$ cat config.mk
export PLATFORM = sky130hd
export DESIGN_NAME = core_ctrl
export DESIGN_NICKNAME = d
export VERILOG_FILES = /design/src/rtl/core_ctrl_pkg.sv /design/src/rtl/ctrl_phase_cnt.sv /design/src/rtl/core_ctrl.sv
export SDC_FILE = /design/constraint.sdc
export NUM_CORES = 1
export LEC_CHECK = 0
export CORE_AREA = 3 3 153 155
export DETAILED_ROUTE_END_ITERATION = 7
export DIE_AREA = 0 0 156 158
export SLEW_MARGIN = 20
export SYNTH_ARGS = -nofsm -noshare
export SYNTH_HDL_FRONTEND = slang
export SYNTH_SLANG_ARGS = --single-unit
$ cat constraint.sdc
create_clock -name clk -period 10.14 [get_ports clk]
set_input_delay 2.028 -clock clk [delete_from_list [all_inputs] [get_ports clk]]
set_output_delay 2.028 -clock clk [all_outputs]
set_load 0.01 [all_outputs]
$ cat src/rtl/core_ctrl_pkg.sv
// core_ctrl_pkg: shared types and constants for the core_ctrl instruction
// sequencer.
//   - state_e     : sequencer state encoding
//   - inst bit    : bit positions of the 19-bit core instruction word
//   - *_DEF       : default parameter values for core_ctrl
// Optional feature macro used by the top: CORE_CTRL_SFP_EN.
package core_ctrl_pkg;

    typedef enum logic [3:0] {
        ST_IDLE,
        ST_QWR,
        ST_KWR,
        ST_KLD,
        ST_KGAP,
        ST_EXE,
        ST_DRN,
        ST_PWR,
        ST_SACC,
        ST_SDIV,
        ST_DONE
    } state_e;

    localparam int INST_W = 19;
    localparam int CNT_W  = 5;
    localparam int ADD_W  = 4;

    localparam int DIV        = 18;
    localparam int ACC        = 17;
    localparam int OFIFO_RD   = 16;
    localparam int QK_ADD_LSB = 12;
    localparam int P_ADD_LSB  = 8;
    localparam int EXEC       = 7;
    localparam int LOAD       = 6;
    localparam int QRD        = 5;
    localparam int QWR        = 4;
    localparam int KRD        = 3;
    localparam int KWR        = 2;
    localparam int PRD        = 1;
    localparam int PWR        = 0;

    localparam int BW_DEF        = 8;
    localparam int PR_DEF        = 16;
    localparam int COL_DEF       = 8;
    localparam int LEN_Q_DEF     = 16;
    localparam int DRAIN_CYC_DEF = 24;

endpackage

$ cat src/rtl/ctrl_phase_cnt.sv
// ctrl_phase_cnt: 5-bit phase counter, reloaded to zero at each phase entry.
//   clk_i, rst_i : clock, async active-high reset
//   load_i       : clear to zero (wins over en_i)
//   en_i         : advance by one; saturates at lim_i
//   lim_i        : phase limit for the current phase
//   cnt_o        : current count
//   cnt_nxt_o    : value the counter takes at the next edge
//   tc_o         : count has reached lim_i
module ctrl_phase_cnt
    import core_ctrl_pkg::*;
(
    input  logic             clk_i,
    input  logic             rst_i,
    input  logic             load_i,
    input  logic             en_i,
    input  logic [CNT_W-1:0] lim_i,
    output logic [CNT_W-1:0] cnt_o,
    output logic [CNT_W-1:0] cnt_nxt_o,
    output logic             tc_o
);

    logic [CNT_W-1:0] cnt_q, cnt_d;

    assign tc_o      = (cnt_q == lim_i);
    assign cnt_o     = cnt_q;
    assign cnt_nxt_o = cnt_d;

    always_comb begin
        cnt_d = cnt_q;
        if (load_i)
            cnt_d = '0;
        else if (en_i && !tc_o)
            cnt_d = cnt_q + 1'b1;
    end

    always_ff @(posedge clk_i or posedge rst_i) begin
        if (rst_i)
            cnt_q <= '0;
        else
            cnt_q <= cnt_d;
    end

endmodule

$ cat src/rtl/core_ctrl.sv
// core_ctrl: instruction sequencer for the single-core compute block. One
// start pulse streams Q/K vectors in, loads kernels, executes, drains the
// ofifo into psum memory and (optionally) runs SFP accumulate and divide.
//   clk, reset         : clock, async active-high reset
//   start              : begin a pass (sampled in IDLE only)
//   busy, done         : status; done pulses for one cycle in DONE
//   in_data/in_valid   : Q/K vector stream; in_ready high in QWR/KWR
//   inst               : 19-bit instruction word to the core
//   mem_in             : qmem/kmem write data
// Macro CORE_CTRL_SFP_EN enables the SACC/SDIV phases; when undefined PWR
// goes straight to DONE and inst[18:17] stay 0.
//
// state | meaning
// IDLE  | waiting for start
// QWR   | accept len_q Q beats into qmem
// KWR   | accept col K beats into kmem
// KLD   | read kmem and load kernels (col+2 cycles)
// KGAP  | one quiet cycle before execute
// EXE   | read qmem and execute (len_q+1 cycles)
// DRN   | wait drain_cyc cycles for the array to drain
// PWR   | ofifo -> psum memory (len_q+1 cycles)
// SACC  | SFP accumulate (len_q+1 cycles)
// SDIV  | SFP divide (len_q+1 cycles)
// DONE  | one-cycle done pulse
module core_ctrl
    import core_ctrl_pkg::*;
#(
    parameter int bw        = BW_DEF,
    parameter int pr        = PR_DEF,
    parameter int col       = COL_DEF,
    parameter int len_q     = LEN_Q_DEF,
    parameter int drain_cyc = DRAIN_CYC_DEF
) (
    input  logic              clk,
    input  logic              reset,
    input  logic              start,
    output logic              busy,
    output logic              done,
    input  logic [pr*bw-1:0]  in_data,
    input  logic              in_valid,
    output logic              in_ready,
    output logic [INST_W-1:0] inst,
    output logic [pr*bw-1:0]  mem_in
);

    localparam logic [CNT_W-1:0] LIM_Q   = CNT_W'(len_q - 1);
    localparam logic [CNT_W-1:0] LIM_K   = CNT_W'(col - 1);
    localparam logic [CNT_W-1:0] LIM_KLD = CNT_W'(col + 1);
    localparam logic [CNT_W-1:0] LIM_RUN = CNT_W'(len_q);
    localparam logic [CNT_W-1:0] LIM_DRN = CNT_W'(drain_cyc - 1);
    localparam logic [CNT_W-1:0] COL_C   = CNT_W'(col);
    localparam logic [CNT_W-1:0] LQ_C    = CNT_W'(len_q);

    state_e              state_q, state_d;
    logic [INST_W-1:0]   inst_q, inst_d;
    logic [pr*bw-1:0]    mem_in_q, mem_in_d;
    logic                busy_q, done_q, in_ready_q;
    logic                cnt_load, cnt_en, cnt_tc, accept;
    logic [CNT_W-1:0]    cnt_lim, cnt, cnt_nxt, addr_v;

    ctrl_phase_cnt u_cnt (
        .clk_i     (clk),
        .rst_i     (reset),
        .load_i    (cnt_load),
        .en_i      (cnt_en),
        .lim_i     (cnt_lim),
        .cnt_o     (cnt),
        .cnt_nxt_o (cnt_nxt),
        .tc_o      (cnt_tc)
    );

    assign accept = in_valid & in_ready_q;

    always_comb begin
        state_d  = state_q;
        cnt_load = 1'b0;
        cnt_en   = 1'b1;
        cnt_lim  = '0;
        unique case (state_q)
            ST_IDLE: begin
                cnt_load = 1'b1;
                if (start) state_d = ST_QWR;
            end
            ST_QWR: begin
                cnt_lim = LIM_Q;
                cnt_en  = accept;
                if (accept && cnt_tc) begin
                    state_d  = ST_KWR;
                    cnt_load = 1'b1;
                end
            end
            ST_KWR: begin
                cnt_lim = LIM_K;
                cnt_en  = accept;
                if (accept && cnt_tc) begin
                    state_d  = ST_KLD;
                    cnt_load = 1'b1;
                end
            end
            ST_KLD: begin
                cnt_lim = LIM_KLD;
                if (cnt_tc) begin
                    state_d  = ST_KGAP;
                    cnt_load = 1'b1;
                end
            end
            ST_KGAP: begin
                state_d  = ST_EXE;
                cnt_load = 1'b1;
            end
            ST_EXE: begin
                cnt_lim = LIM_RUN;
                if (cnt_tc) begin
                    state_d  = ST_DRN;
                    cnt_load = 1'b1;
                end
            end
            ST_DRN: begin
                cnt_lim = LIM_DRN;
                if (cnt_tc) begin
                    state_d  = ST_PWR;
                    cnt_load = 1'b1;
                end
            end
            ST_PWR: begin
                cnt_lim = LIM_RUN;
                if (cnt_tc) begin
`ifdef CORE_CTRL_SFP_EN
                    state_d  = ST_SACC;
`else
                    state_d  = ST_DONE;
`endif
                    cnt_load = 1'b1;
                end
            end
            ST_SACC: begin
                cnt_lim = LIM_RUN;
                if (cnt_tc) begin
                    state_d  = ST_SDIV;
                    cnt_load = 1'b1;
                end
            end
            ST_SDIV: begin
                cnt_lim = LIM_RUN;
                if (cnt_tc) begin
                    state_d  = ST_DONE;
                    cnt_load = 1'b1;
                end
            end
            ST_DONE: begin
                state_d  = ST_IDLE;
                cnt_load = 1'b1;
            end
            default: begin
                state_d  = ST_IDLE;
                cnt_load = 1'b1;
            end
        endcase
    end

    // Outputs are registered, so the word for the next cycle is decoded from
    // the next state and next count. Stream writes come from the beat
    // accepted this cycle and land one cycle later.
    always_comb begin
        inst_d   = '0;
        mem_in_d = mem_in_q;
        addr_v   = '0;
        if (accept) begin
            if (state_q == ST_QWR)
                inst_d[QWR] = 1'b1;
            else
                inst_d[KWR] = 1'b1;
            inst_d[QK_ADD_LSB +: ADD_W] = cnt[ADD_W-1:0];
            mem_in_d = in_data;
        end
        case (state_d)
            ST_KLD: begin
                if (cnt_nxt >= 1 && cnt_nxt <= COL_C) begin
                    addr_v = cnt_nxt - 1'b1;
                    inst_d[KRD] = 1'b1;
                    inst_d[QK_ADD_LSB +: ADD_W] = addr_v[ADD_W-1:0];
                end
                if (cnt_nxt >= 2) inst_d[LOAD] = 1'b1;
            end
            ST_EXE: begin
                if (cnt_nxt < LQ_C) begin
                    inst_d[QRD] = 1'b1;
                    inst_d[QK_ADD_LSB +: ADD_W] = cnt_nxt[ADD_W-1:0];
                end
                if (cnt_nxt != 0) inst_d[EXEC] = 1'b1;
            end
            ST_PWR: begin
                if (cnt_nxt < LQ_C) inst_d[OFIFO_RD] = 1'b1;
                if (cnt_nxt != 0) begin
                    addr_v = cnt_nxt - 1'b1;
                    inst_d[PWR] = 1'b1;
                    inst_d[P_ADD_LSB +: ADD_W] = addr_v[ADD_W-1:0];
                end
            end
`ifdef CORE_CTRL_SFP_EN
            ST_SACC, ST_SDIV: begin
                if (cnt_nxt < LQ_C) begin
                    inst_d[PRD] = 1'b1;
                    inst_d[P_ADD_LSB +: ADD_W] = cnt_nxt[ADD_W-1:0];
                end
                if (cnt_nxt != 0) begin
                    if (state_d == ST_SACC)
                        inst_d[ACC] = 1'b1;
                    else
                        inst_d[DIV] = 1'b1;
                end
            end
`endif
            default: ;
        endcase
    end

    always_ff @(posedge clk or posedge reset) begin
        if (reset) begin
            state_q    <= ST_IDLE;
            inst_q     <= '0;
            mem_in_q   <= '0;
            busy_q     <= 1'b0;
            done_q     <= 1'b0;
            in_ready_q <= 1'b0;
        end else begin
            state_q    <= state_d;
            inst_q     <= inst_d;
            mem_in_q   <= mem_in_d;
            busy_q     <= (state_d != ST_IDLE);
            done_q     <= (state_d == ST_DONE);
            in_ready_q <= (state_d == ST_QWR) || (state_d == ST_KWR);
        end
    end

    assign inst     = inst_q;
    assign mem_in   = mem_in_q;
    assign busy     = busy_q;
    assign done     = done_q;
    assign in_ready = in_ready_q;

endmodule

---- Word level (Yosys, flattened, before mapping) ----
Index checks and enable logic that the tools add are counted.
operators by class
  add/subtract/negate cells ............... 2
  magnitude comparators ................... 4
  equality and inequality tests ........... 16
  mux-type cells .......................... 36
  bitwise operators ....................... 1
  reductions and logical operators ........ 12
operators by type and width
  cell                 count
  $mux 4               13
  $pmux 4 s9           1
  $pmux 5 s5           1
  $eq 4x3->1 const B   6
  $mux 1               17
  $eq 4x2->1 const B   4
  $eq 4x4->1 const B   3
  $mux 5               2
  $eq 4x1->1 const B   2
  $pmux 4 s2           1
  $reduce_or 6->1      1
  $add 5x1->5 const B  1
  $eq 5x5->1           1
  $ge 5x1->1 const B   1
  $ge 5x2->1 const B   1
  $le 5x4->1 const B   1
  $lt 5x5->1 const B   1
  $reduce_bool 5->1    1
  $logic_not 4->1      1
  $reduce_bool 4->1    1
  $reduce_or 2->1      2
  $reduce_or 4->1      1
  $sub 4x1->4 const B  1
  $logic_and 1x1->1    3
  other kinds (4)      4
storage, ports and cells
  bits in registers ....................... 156
  input port bits ......................... 132
  output and inout bits ................... 150
  logic and storage cells ................. 78

---- Depth between registers and ports, before layout ----
Gate-level depths: netlist (run 1).
  word-level depth ........................ 12
  mapped depth ............................ 14
  depth with buffers taken out ............ 12

---- By module ----
From an unflattened synthesis (run 1), not the netlist that was laid out.
second synthesis, totals
  cell total of the unflattened synthesis .. 741
  area total of the unflattened synthesis .. 6572.6 um^2
by module, submodules not included
  module          instances  cells each  area an instance (um^2)  sequential area each (um^2)
  core_ctrl       1          700         6195.9                   3778.6
  ctrl_phase_cnt  1          41          376.6                    125.1

---- Least setup slack after synthesis (run 1) ----
No wires, ideal clock.
  kind .................................... input -> register
  start ................................... in in_valid
  end ..................................... reg inst_q[12], in the netlist inst[12]
  library setup time ...................... 0.086 ns
  data arrival time ....................... 4.110 ns
  required time ........................... 10.054 ns
  setup slack ............................. 5.944 ns
  stages on the path ...................... 13
  buffers on the path ..................... 1
  path through ............................ and2_0 a21o_1 a31oi_1 o31a_1 o31ai_4 buf_2 nor2_1 inv_1 ha_1 nand3_1 o2bb2ai_2 mux2_4 o221ai_2
between the ends
  longest elaborated chain between the ends .. 9
  elaborated cells on any way between the ends .. 22
  those cells by class .................... add/sub (1); order compare (3); eq/ne (2); mux (12); bitwise (1); reduce/logical (3)
ends and longest elaborated chain
  element                                      line                                                    text
  start, declared                              core_ctrl.sv:40                                         input logic in_valid,
  $and 1x1->1 *                                core_ctrl.sv:72                                         assign accept = in_valid & in_ready_q;
  $logic_and 1x1->1 or $mux 1 (tied branches)  core_ctrl.sv:87, core_ctrl.sv:95, core_ctrl.sv:79
  $mux 1 or $logic_and 1x1->1 (tied branches)  core_ctrl.sv:87, core_ctrl.sv:95, ctrl_phase_cnt.sv:32
  $pmux 1 s2 or $mux 5 (tied branches)         core_ctrl.sv:79, ctrl_phase_cnt.sv:32
  $mux 5 *                                     ctrl_phase_cnt.sv:30                                    if (load_i)
  net cnt_nxt[1]                               core_ctrl.sv:59                                         logic [CNT_W-1:0] cnt_lim, cnt, cnt_nxt, addr_v;
  $ge 5x1->1 or $le 5x4->1 (tied branches)     core_ctrl.sv:178                                        if (cnt_nxt >= 1 && cnt_nxt <= COL_C) begin
  $logic_and 1x1->1                            core_ctrl.sv:178
  $mux 4                                       core_ctrl.sv:178
  $pmux 4 s2 *                                 core_ctrl.sv:176                                        case (state_d)
  net inst_d[12]                               core_ctrl.sv:55                                         logic [INST_W-1:0] inst_q, inst_d;
  end signal, assigned                         core_ctrl.sv:228                                        inst_q <= inst_d;
  end, declared                                core_ctrl.sv:55
The timed path passes the listed nets; every way through them passes the cells marked *.
A chain may end at the register's enable or synchronous reset.

---- Worst setup path in the final report (run 1) ----
  start ................................... in in_valid
  end ..................................... reg inst_q[14], in the netlist inst[14]
between the ends
  elaborated cells on any way between the ends .. 22
  those cells by class .................... add/sub (1); order compare (3); eq/ne (2); mux (12); bitwise (1); reduce/logical (3)
RTL lines
  element                                   line                              text
  $and 1x1->1 *                             core_ctrl.sv:72
  $logic_and 1x1->1 *                       core_ctrl.sv:87, core_ctrl.sv:95
  $mux 4 (on tied branches)                 core_ctrl.sv:95, core_ctrl.sv:87
  $pmux 4 s9 *                              core_ctrl.sv:79                   unique case (state_q)
  net state_d[0]                            core_ctrl.sv:54                   state_e state_q, state_d;
  $eq 4x3->1 or $eq 4x2->1 (tied branches)  core_ctrl.sv:176
  $pmux 4 s2 *                              core_ctrl.sv:176
  net inst_d[14]                            core_ctrl.sv:55
Marked as above.

==> flow_summary_export.csv, run 1 <==
group,metric,value,unit
status,status,"finished, final reports clean",
clock_network,hold_buffers,0,
power,p_leak,0.00500,µW
setup_path,path_delay_family,"buffers and inverters",
routing,ant_nets,0,
setup_path,crit_cells,8,
clock_network,clock_latency,0.43,ns
sta,fmax,0.201,GHz
placed_design,dp_hpwl,13.2,mm
global_route,use_met2,24.6,%
die,die_area,24600,µm²
synthesis,synthCells,747,
global_route,grt_usage,15.3,%
global_route,grt_most_used_layer,"met2",
finish,fillers,2087,
setup_path,rrSetupSlack,6.23,ns
sta,slew_violations,0,
synthesis,avgSynthCellArea,8.91,µm²
routing,drtPass1Iterations,4,
global_route,grt_max_degree,90,
clock_network,ctsResizeCount,0,
routing,drcViolationCount,0,
synthesis,synth_common_cells,"nand2_1 (398), dfrtp_1 (156), clkbuf_1 (30), nor2_1 (30), o21ai_0 (10)",
die,die_h,158,µm
synthesis,synth_top_area_share,58.6,%
setup_path,r2r_end,"inst[14]",
flow_run,max_cap_viol_count,0,
die,fp-row-count,54,
finish,drive_gt1_share,5.78,%
clock_network,postCtsSetupRepairBufs,0,
setup_path,path_class,"in2reg",
synthesis,synth_cell_type_count,65,
clock_network,clk_pin_slew,0.07,ns
clock_network,clk_path_buf_depth,2,
synthesis,synth.largest_area_cell,"dfrtp_1",
setup_path,cp_num_buf_inv,2,
sta,setup_tns,0,ns
clock_network,htreeDepth,4,
synthesis,yosysMostFrequentCell,"nand2_1",
placed_design,portBuffers,278,
setup_path,ff2ff_path_depth,12,
synthesis,ys_ff_latch,156,
synthesis,yosys-top-cells-area,"dfrtp_1 (59%), nand2_1 (22%), clkbuf_1 (1.7%)",
routing,route.vias.total,5711,
setup_path,crit_required,10.49,ns
clock_network,numCtsBuffers,17,
finish,area.growth.synth_to_final,53.7,%
global_route,grt_pass1_vias,5740,
global_route,antenna_found_initial,0,
synthesis,synth-edff-count,0,
finish,final_nets,1143,
sta,worst_hold_slack,0.472,ns
setup_path,crit_start,"in_valid",
synthesis,ys.warnings.count,0,
setup_path,crit_end,"inst[14]",
setup_path,r2r_start,"state_q[1]",
routing,routed_via_density,4.39,
synthesis,synth-async-reset-ratio,100,%
sta,setup_viol,0,
clock_network,root_buffer,"clkbuf_16",
synthesis,ys_seq_area_share,58.6,%
placed_design,globalplace.congestion,0.828,
global_route,grtUsageMet1,19.5,%
setup_path,crit_path_start_kind,"primary input",
routing,wl_per_cell,14.8,µm
sta,rsz0062_at_grt,"no",
setup_path,slowest_delay,0.78,ns
global_route,use_met3,5.08,%
finish,diodes,0,
power,p_per_area,129,nW/µm²
sta,period_share,49.1,%
synthesis,synthFlopType,"dfrtp_1",
setup_path,cp.arrival,5.33,ns
die,pin_count,282,
synthesis,syn-cell-area,6660,µm²
clock_network,cts_tree,"built",
routing,drt-initial-drc-count,353,
setup_path,slowest_stage,"buf_4",
global_route,grt_pass1_wl,30.2,mm
setup_path,crit_fanout,88,
sta,final_hold_viol_count,0,
die,fp.coreArea,22000,µm²
die,start_util,30.3,%
global_route,overflow,0,
sta,worst_slew_pin_slew,0.943,ns
worst_hold_path,hp-class,"reg2reg",
power,vdd_ir_drop_max,0.0975,mV
die,die_w,156,µm
setup_path,critPathCaptureType,"flop",
sta,fin_skew,0.00836,ns
clock_network,clock-sinks,156,
setup_path,path_cells,"clkdlybuf4s50_1, and2_4, buf_4, nand4b_1, o221ai_2, o211ai_2, a211oi_2, mux2i_1",
sta,min_period,4.98,ns
routing,routed_wl,19.2,mm
sta,slew-limit-headroom,37.1,%
## worst reg2reg max path: cells and delay by family, from the launching register on
kind / cells / cell delay [ns]
AOI/OAI and AO/OA: 4 / 1.27
adders and majority gates: 1 / 0.18
buffers and inverters: 1 / 0.14
DFF: 1 / 0.58
muxes: 1 / 0.21
and+or+nand+nor: 5 / 1.47
## routing by layer
metal | vias up | part of all wire (%)
met5 | - | 0
met4 | 0 | 1.4
met3 | 18 | 8.2
met2 | 197 | 47
met1 | 2629 | 44
li1 | 2867 | -
## metrics by stage
step | util [%] | std cells | power [µW] | instance area, µm² | setup WS, ns
global route | 46.6 | 1300 | 1360 | 10200 | 4.84
global placement | 44.0 | 1268 | 700 | 9650 | 4.72
CTS | 46.6 | 1300 | 1340 | 10200 | 5.11
finish | 46.6 | 1300 | 1320 | 10200 | 5.16
detailed placement | 44.0 | 1268 | 699 | 9650 | 4.65
floorplan | - | 749 | 645 | 6660 | 3.91
## layout make-up
type	instances	area, µm²	share of cell area, %
inverter	9	38.8	0.379
clock buffer	19	443	4.33
sequential	156	3900	38.2
tap	280	350	3.43
clock inverter	13	134	1.31
multi-input combinational	542	2550	25.0
timing repair buffer	281	2810	27.4
## sequential cells by signal, summed over array words and instances, names as in the netlist
| signal | count |
|---|---|
| state_q | 4 |
| inst | 16 |
| done | 1 |
| u_cnt.cnt_o | 5 |
| in_ready | 1 |
| mem_in | 128 |
| busy | 1 |
## cells in the final DEF, fill, tap and decap left out, drive strengths merged, types with 2 or more instances in the layout
cell and instances:
o21a 3, mux2 3, o31a 3, nor2b 3
nor2 30, nand3 6, and2 7, or2 2
nand2b 4, and3 2, buf 3, xor2 2
a211oi 2, o31ai 2, o21ai 12, nand4b 2
o211ai 2, nand2 398, clkdlybuf4s50 278, xnor2 7
clkinvlp 2, nand4 4, ha 4, inv 14
nor3 3, conb 3, mux2i 3, a31oi 5
clkbuf 19, o221ai 2, a21oi 6, dfrtp 156
a21o 3, clkinv 5
## worst min-delay path by stage
| stage | startpoint | endpoint | slack [ns] | depth (start not counted) |
|---|---|---|---|---|
| after floorplan | mem_in[0] | mem_in[0] | 0.51 | 2 |
| after global placement | mem_in[6] | mem_in[6] | 0.46 | 2 |
| after detailed placement | mem_in[32] | mem_in[32] | 0.46 | 2 |
| after CTS | mem_in[31] | mem_in[31] | 0.48 | 2 |
| after global routing | mem_in[88] | mem_in[88] | 0.49 | 2 |
| final | mem_in[28] | mem_in[28] | 0.47 | 2 |
## cell families (layout without fill, tap and decap cells)
family          count (synthesis)  in the layout  synth area share [%]
simple gates                  467            467                  28.1
xor+xnor                        9              9                  1.41
compound gates                 53             53                  6.67
fa+ha+maj                       4              4                 0.752
flops                         156            156                  58.6
mux                             6              6                  1.07
buf+inv                        51            322                  3.25
other cells                     1              3                0.0563
## where the power goes
| part | total, µW | switching [µW] | internal [µW] | leakage [µW] |
|---|---|---|---|---|
| clock network | 630 | 278 | 351 | 0.000278 |
| logic | 64.2 | 19.8 | 44.5 | 0.00257 |
| registers | 622 | 0 | 622 | 0.00215 |
| total | 1320 | 298 | 1020 | 0.00500 |
Note: power is estimated with default switching activity, not from simulation.
==> inputs of run 2 (changes only) <==
==> constraint.sdc (replaced) <==
create_clock -name clk -period 4.1 [get_ports clk]
set_input_delay 0.82 -clock clk [delete_from_list [all_inputs] [get_ports clk]]
set_output_delay 0.82 -clock clk [all_outputs]
set_load 0.01 [all_outputs]
==> run 2 against run 1 <==
Against the previous run: final area up 0.87%; total power is 150% higher; clock power up 150%; sequential share of layout area fell by 0.33 points; sequential power rose by 150%; register-to-register slack got worse by 5.8 ns; sequential cell count did not move; first-iteration DRC count is 20% lower; via count up 0.77%; clock skew hardly changed; wire length rose by 1.4%; largest cell class unchanged.
==> flow_summary_export.csv, run 2 (synthesis results as in run 1) <==
group,metric,value,unit
setup_path,cp_num_buf_inv,2,
finish,multi_input_area,2550,µm²
flow_run,max_cap_viol_count,0,
finish,drive_gt1_share,6.61,%
finish,seqCellArea,3900,µm²
sta,period_share,88.4,%
clock_network,root_buffer,"clkbuf_16",
die,fp.coreArea,22000,µm²
sta,slew-limit-headroom,38.8,%
sta,setup_viol,0,
routing,wl_per_cell,14.9,µm
setup_path,r2r_start,"state_q[3]",
setup_path,path_delay_family,"compound AO/OA/AOI/OAI gates",
setup_path,rrSetupSlack,0.48,ns
sta,final_hold_viol_count,0,
setup_path,ff2ff_path_depth,13,
finish,fin_area,10300,µm²
finish,final-instance-count-excl-fill,1309,
setup_path,slowest_stage,"or4b_4",
die,die_area,24600,µm²
global_route,antenna_found_initial,0,
setup_path,cp.arrival,3.96,ns
finish,diodes,0,
sta,worst_slew_pin_slew,0.918,ns
setup_path,slowest_delay,0.59,ns
routing,drcViolationCount,0,
clock_network,numCtsBuffers,17,
placed_design,dp_hpwl,13.5,mm
routing,drtPass1Iterations,4,
global_route,grt_usage,15.5,%
sta,fmax,0.276,GHz
clock_network,clk_path_buf_depth,2,
power,vdd_ir_drop_max,0.196,mV
sta,rsz0062_at_grt,"no",
setup_path,path_cells,"or4b_4, o22ai_2, a211o_2, nand4_4, o31ai_4, nor2_1, buf_4, inv_1, ha_1, nand3_1, and2_1, a211oi_2, mux2i_1",
clock_network,hold_buffers,0,
setup_path,crit_required,4.44,ns
placed_design,dpl.cell_count,1277,
die,die_w,156,µm
placed_design,globalplace.congestion,0.855,
sta,slew_violations,0,
setup_path,crit_end,"inst[14]",
clock_network,postCtsSetupRepairBufs,0,
die,start_util,30.3,%
die,pin_count,282,
global_route,grt_pass1_vias,5678,
setup_path,r2r_end,"inst[14]",
power,p_total,3250,µW
status,status,"finished, final reports clean",
sta,min_period,3.62,ns
worst_hold_path,hp-class,"reg2reg",
die,die_h,158,µm
global_route,grt_max_degree,94,
global_route,overflow,0,
power,p_leak,0.00505,µW
finish,final_cell_mix,"nand2_1 (397), clkdlybuf4s50_1 (278), dfrtp_1 (156)",
finish,largest_reg_flops,128,
die,fp-row-count,54,
setup_path,critPathCaptureType,"flop",
global_route,grt_pass1_wl,30.4,mm
clock_network,clock_latency,0.42,ns
placed_design,portBuffers,278,
routing,routed_wl,19.4,mm
placed_design,placedInstanceArea,9740,µm²
clock_network,clk_pin_slew,0.07,ns
finish,fillers,2085,
clock_network,cts_tree,"built",
power,p_per_area,315,nW/µm²
sta,setup_tns,0,ns
setup_path,crit_path_start_kind,"flop",
finish,area.growth.synth_to_final,55.0,%
finish,final_nets,1152,
sta,worst_hold_slack,0.471,ns
clock_network,ctsResizeCount,0,
setup_path,crit_fanout,14,
setup_path,path_class,"reg2reg",
finish,layout_commonest_cell,"nand2_1",
routing,ant_nets,0,
routing,drt-initial-drc-count,281,
clock_network,htreeDepth,4,
setup_path,crit_cells,13,
sta,fin_skew,0.00883,ns
routing,routed_via_density,4.40,
setup_path,crit_start,"state_q[3]",
clock_network,clock-sinks,156,
routing,route.vias.total,5755,
worst_hold_path,hold_depth,2,
==> run 2: cell count changes in the layout (fill, tap and decap cells not counted) <==
| cell | previous run | this run |
|---|---|---|
| clkinv_4 | 4 | 3 |
| inv_8 | 2 | 1 |
| buf_12 | 0 | 2 |
| buf_4 | 3 | 10 |
| clkinvlp_4 | 2 | 3 |
| inv_6 | 4 | 5 |
==> run 2: tightest hold or removal path, cell delays in order (launching register included) <==
cell and delay (ns):
dfrtp_1 0.34, nand2_1 0.05, nand2_1 0.05
==> run 2: final cells by class <==
class | instances | share of cell area [%]
clock buffers | 19 | 4.29
clock inverters | 13 | 1.27
inverters | 9 | 0.364
multi-input cells | 542 | 24.8
flip-flops and latches | 156 | 37.8
well taps | 280 | 3.40
repair buffers | 290 | 28.1
==> run 2: per-layer routing <==
metal  share of wire, %  up-vias  wire [µm]  global-route usage, %
li1                   -     2884          -                      -
met1                 43     2643       8350                   19.9
met2                 47      205       9150                   24.5
met3                8.7       23       1690                   5.44
met4                1.4        0        268                   5.17
met5                  0        -          0                      0
==> run 2: how the worst min path moves through the flow <==
stage,endpoint,startpoint
floorplan,mem_in[0],mem_in[0]
CTS,mem_in[121],mem_in[121]
finish,mem_in[121],mem_in[121]
global route,mem_in[9],mem_in[9]
detailed placement,mem_in[38],mem_in[38]
global placement,mem_in[14],mem_in[14]
==> run 2: metrics by stage <==
| step | utilization [%] | setup WS, ns |
|---|---|---|
| 6_report | 47.0 | 0.475 |
| 5_1_grt | 47.0 | 0.187 |
| 4_1_cts | 47.0 | 0.479 |
| 3_5_place_dp | 44.4 | 0.504 |
| 3_3_place_gp | 44.4 | 0.539 |
| 2_1_floorplan | - | 0.921 |
==> run 2: power by group <==
group | total [µW] | switching [µW] | leakage [µW] | internal, µW
Sequential | 1540 | 0 | 0.00215 | 1540
Combinational | 162 | 49.0 | 0.00262 | 113
Clock | 1550 | 684 | 0.000277 | 869
==> inputs of run 3 (changes only) <==
--- a/config.mk
+++ b/config.mk
@@ -5,9 +5,10 @@
 export SDC_FILE = /design/constraint.sdc
 export NUM_CORES = 1
 export LEC_CHECK = 0
-export CORE_AREA = 3 3 153 155
+export CORE_AREA = 3 3 135 137
 export DETAILED_ROUTE_END_ITERATION = 7
-export DIE_AREA = 0 0 156 158
+export DIE_AREA = 0 0 138 140
+export PLACE_DENSITY = 0.77
 export SLEW_MARGIN = 20
 export SYNTH_ARGS = -nofsm -noshare
 export SYNTH_HDL_FRONTEND = slang
==> constraint.sdc (replaced) <==
create_clock -name clk -period 4.1 [get_ports clk]
set_input_delay 0.82 -clock clk [delete_from_list [all_inputs] [get_ports clk]]
set_output_delay 0.82 -clock clk [all_outputs]
set_load 0.05 [all_outputs]
==> run 3 against run 2 <==
Against the previous run: cell count decreased by 4.3%; register-to-register slack about the same; total power decreased by 1.4%; sequential cell count unchanged; combinational power increased by 2%; die area decreased by 22%; maximum frequency decreased by 0.39%; global-route usage increased by 3.8 points; clock-buffer cell count increased by 1; critical path type unchanged; highest routed layer unchanged.
==> flow_summary_export.csv, run 3 (synthesis results as in run 1) <==
group,metric,value,unit
routing,routed_via_density,4.65,
routing,wl_per_cell,14.7,µm
setup_path,cp_num_buf_inv,2,
clock_network,clk_path_buf_depth,2,
global_route,grt_usage,19.3,%
status,status,"finished, final reports clean",
global_route,grt_pass1_wl,30.6,mm
clock_network,clock_latency,0.42,ns
die,die_w,138,µm
finish,diodes,0,
die,start_util,38.8,%
clock_network,ctsResizeCount,0,
setup_path,r2r_end,"inst[14]",
clock_network,clk_pin_slew,0.06,ns
setup_path,path_delay_family,"compound AO/OA/AOI/OAI gates",
global_route,grt_pass1_vias,5951,
finish,final_cell_mix,"nand2_1 (397), clkdlybuf4s50_1 (278), dfrtp_1 (156)",
sta,fin_skew,0.00792,ns
power,p_leak,0.00505,µW
setup_path,cp.arrival,3.98,ns
setup_path,ff2ff_path_depth,13,
finish,layout_commonest_cell,"nand2_1",
finish,largest_reg_flops,128,
setup_path,critPathCaptureType,"flop",
setup_path,crit_path_start_kind,"flop",
sta,period_share,88.8,%
setup_path,slowest_delay,0.60,ns
worst_hold_path,hold_depth,2,
setup_path,r2r_start,"state_q[1]",
sta,slew_violations,0,
clock_network,postCtsSetupRepairBufs,0,
finish,area.growth.synth_to_final,53.9,%
die,pin_count,282,
die,die_area,19300,µm²
setup_path,crit_start,"state_q[1]",
clock_network,hold_buffers,0,
die,fp-row-count,48,
sta,min_period,3.64,ns
sta,worst_slew_pin_slew,0.764,ns
routing,drcViolationCount,0,
clock_network,root_buffer,"clkbuf_16",
power,vdd_ir_drop_max,0.267,mV
sta,worst_hold_slack,0.472,ns
clock_network,htreeDepth,4,
die,fp.coreArea,17200,µm²
setup_path,crit_cells,13,
finish,final_nets,1151,
routing,drtPass1Iterations,4,
placed_design,portBuffers,278,
global_route,overflow,0,
sta,rsz0062_at_grt,"no",
setup_path,slowest_stage,"or4b_4",
sta,slew-limit-headroom,49.0,%
worst_hold_path,hp-class,"reg2reg",
finish,fillers,1497,
setup_path,crit_end,"inst[14]",
finish,drive_gt1_share,6.52,%
routing,drt-initial-drc-count,330,
global_route,grt_max_degree,140,
setup_path,path_cells,"or4b_4, o22ai_2, a211o_2, nand4_4, o31ai_4, nor2_1, buf_4, inv_1, ha_1, nand3_1, and2_1, a211oi_2, mux2i_1",
clock_network,cts_tree,"built",
sta,setup_viol,0,
placed_design,globalplace.congestion,0.901,
placed_design,dp_hpwl,13.0,mm
clock_network,clock-sinks,156,
routing,routed_wl,18.5,mm
setup_path,path_class,"reg2reg",
sta,final_hold_viol_count,0,
global_route,antenna_found_initial,0,
sta,fmax,0.275,GHz
flow_run,max_cap_viol_count,0,
routing,route.vias.total,5823,
setup_path,crit_fanout,14,
clock_network,numCtsBuffers,17,
die,die_h,140,µm
sta,setup_tns,0,ns
setup_path,crit_required,4.44,ns
power,p_per_area,313,nW/µm²
setup_path,rrSetupSlack,0.46,ns
routing,ant_nets,0,
## run 3: cell count changes in the layout (fill, tap and decap cells not counted), sizes merged
| cell | previous run | this run |
|---|---|---|
| inv | 14 | 12 |
| clkbuf | 19 | 20 |
| clkinv | 4 | 6 |
| clkinvlp | 3 | 2 |
| buf | 12 | 11 |
## run 3: area by class of cell
type	count	area (µm²)	share of cell area, %
clock buffers	20	457	4.46
clock inverters	12	110	1.07
inverters	9	37.5	0.366
multi-input cells	542	2550	24.9
flip-flops and latches	156	3900	38.1
well taps	225	282	2.75
repair buffers	289	2900	28.3
## run 3: routing by layer
layer	track usage [%]	routed length [µm]	vias up	part of all wire, %
met4	7.28	472	0	2.6
li1	-	-	2883	-
met5	0	0	-	0
met2	32.5	9070	210	49
met1	23.0	7520	2700	41
met3	6.66	1410	30	7.7
## run 3: power by group
group / internal, µW / switching [µW] / total [µW] / leakage [µW]
registers: 1540 / 0 / 1540 / 0.00215
clock network: 873 / 631 / 1500 / 0.000281
logic: 113 / 53.1 / 166 / 0.00261
total: 2530 / 684 / 3210 / 0.00505
## run 3: through the flow
stage	cell area (µm²)	util, %	cells	setup slack (ns)	power [µW]
3_3_place_gp	9680	56.4	1221	0.583	1740
2_1_floorplan	6670	-	749	0.921	1600
3_5_place_dp	9680	56.4	1221	0.524	1740
5_1_grt	10200	59.7	1253	0.278	3340
4_1_cts	10200	59.7	1253	0.478	3250
6_report	10200	59.7	1253	0.461	3210
## run 3: tightest hold or removal path: stages, from the launching register on
cell	delay, ns
dfrtp_1	0.34
nand2_1	0.05
nand2_1	0.05
## run 3: worst min path at each step
stage / startpoint / to / slack, ns
global route: mem_in[67] / mem_in[67] / 0.48
CTS: mem_in[12] / mem_in[12] / 0.48
finish: mem_in[87] / mem_in[87] / 0.47
floorplan: u_cnt.cnt_o[1] / inst[13] / 0.60
global placement: mem_in[25] / mem_in[25] / 0.46
detailed placement: mem_in[12] / mem_in[12] / 0.46
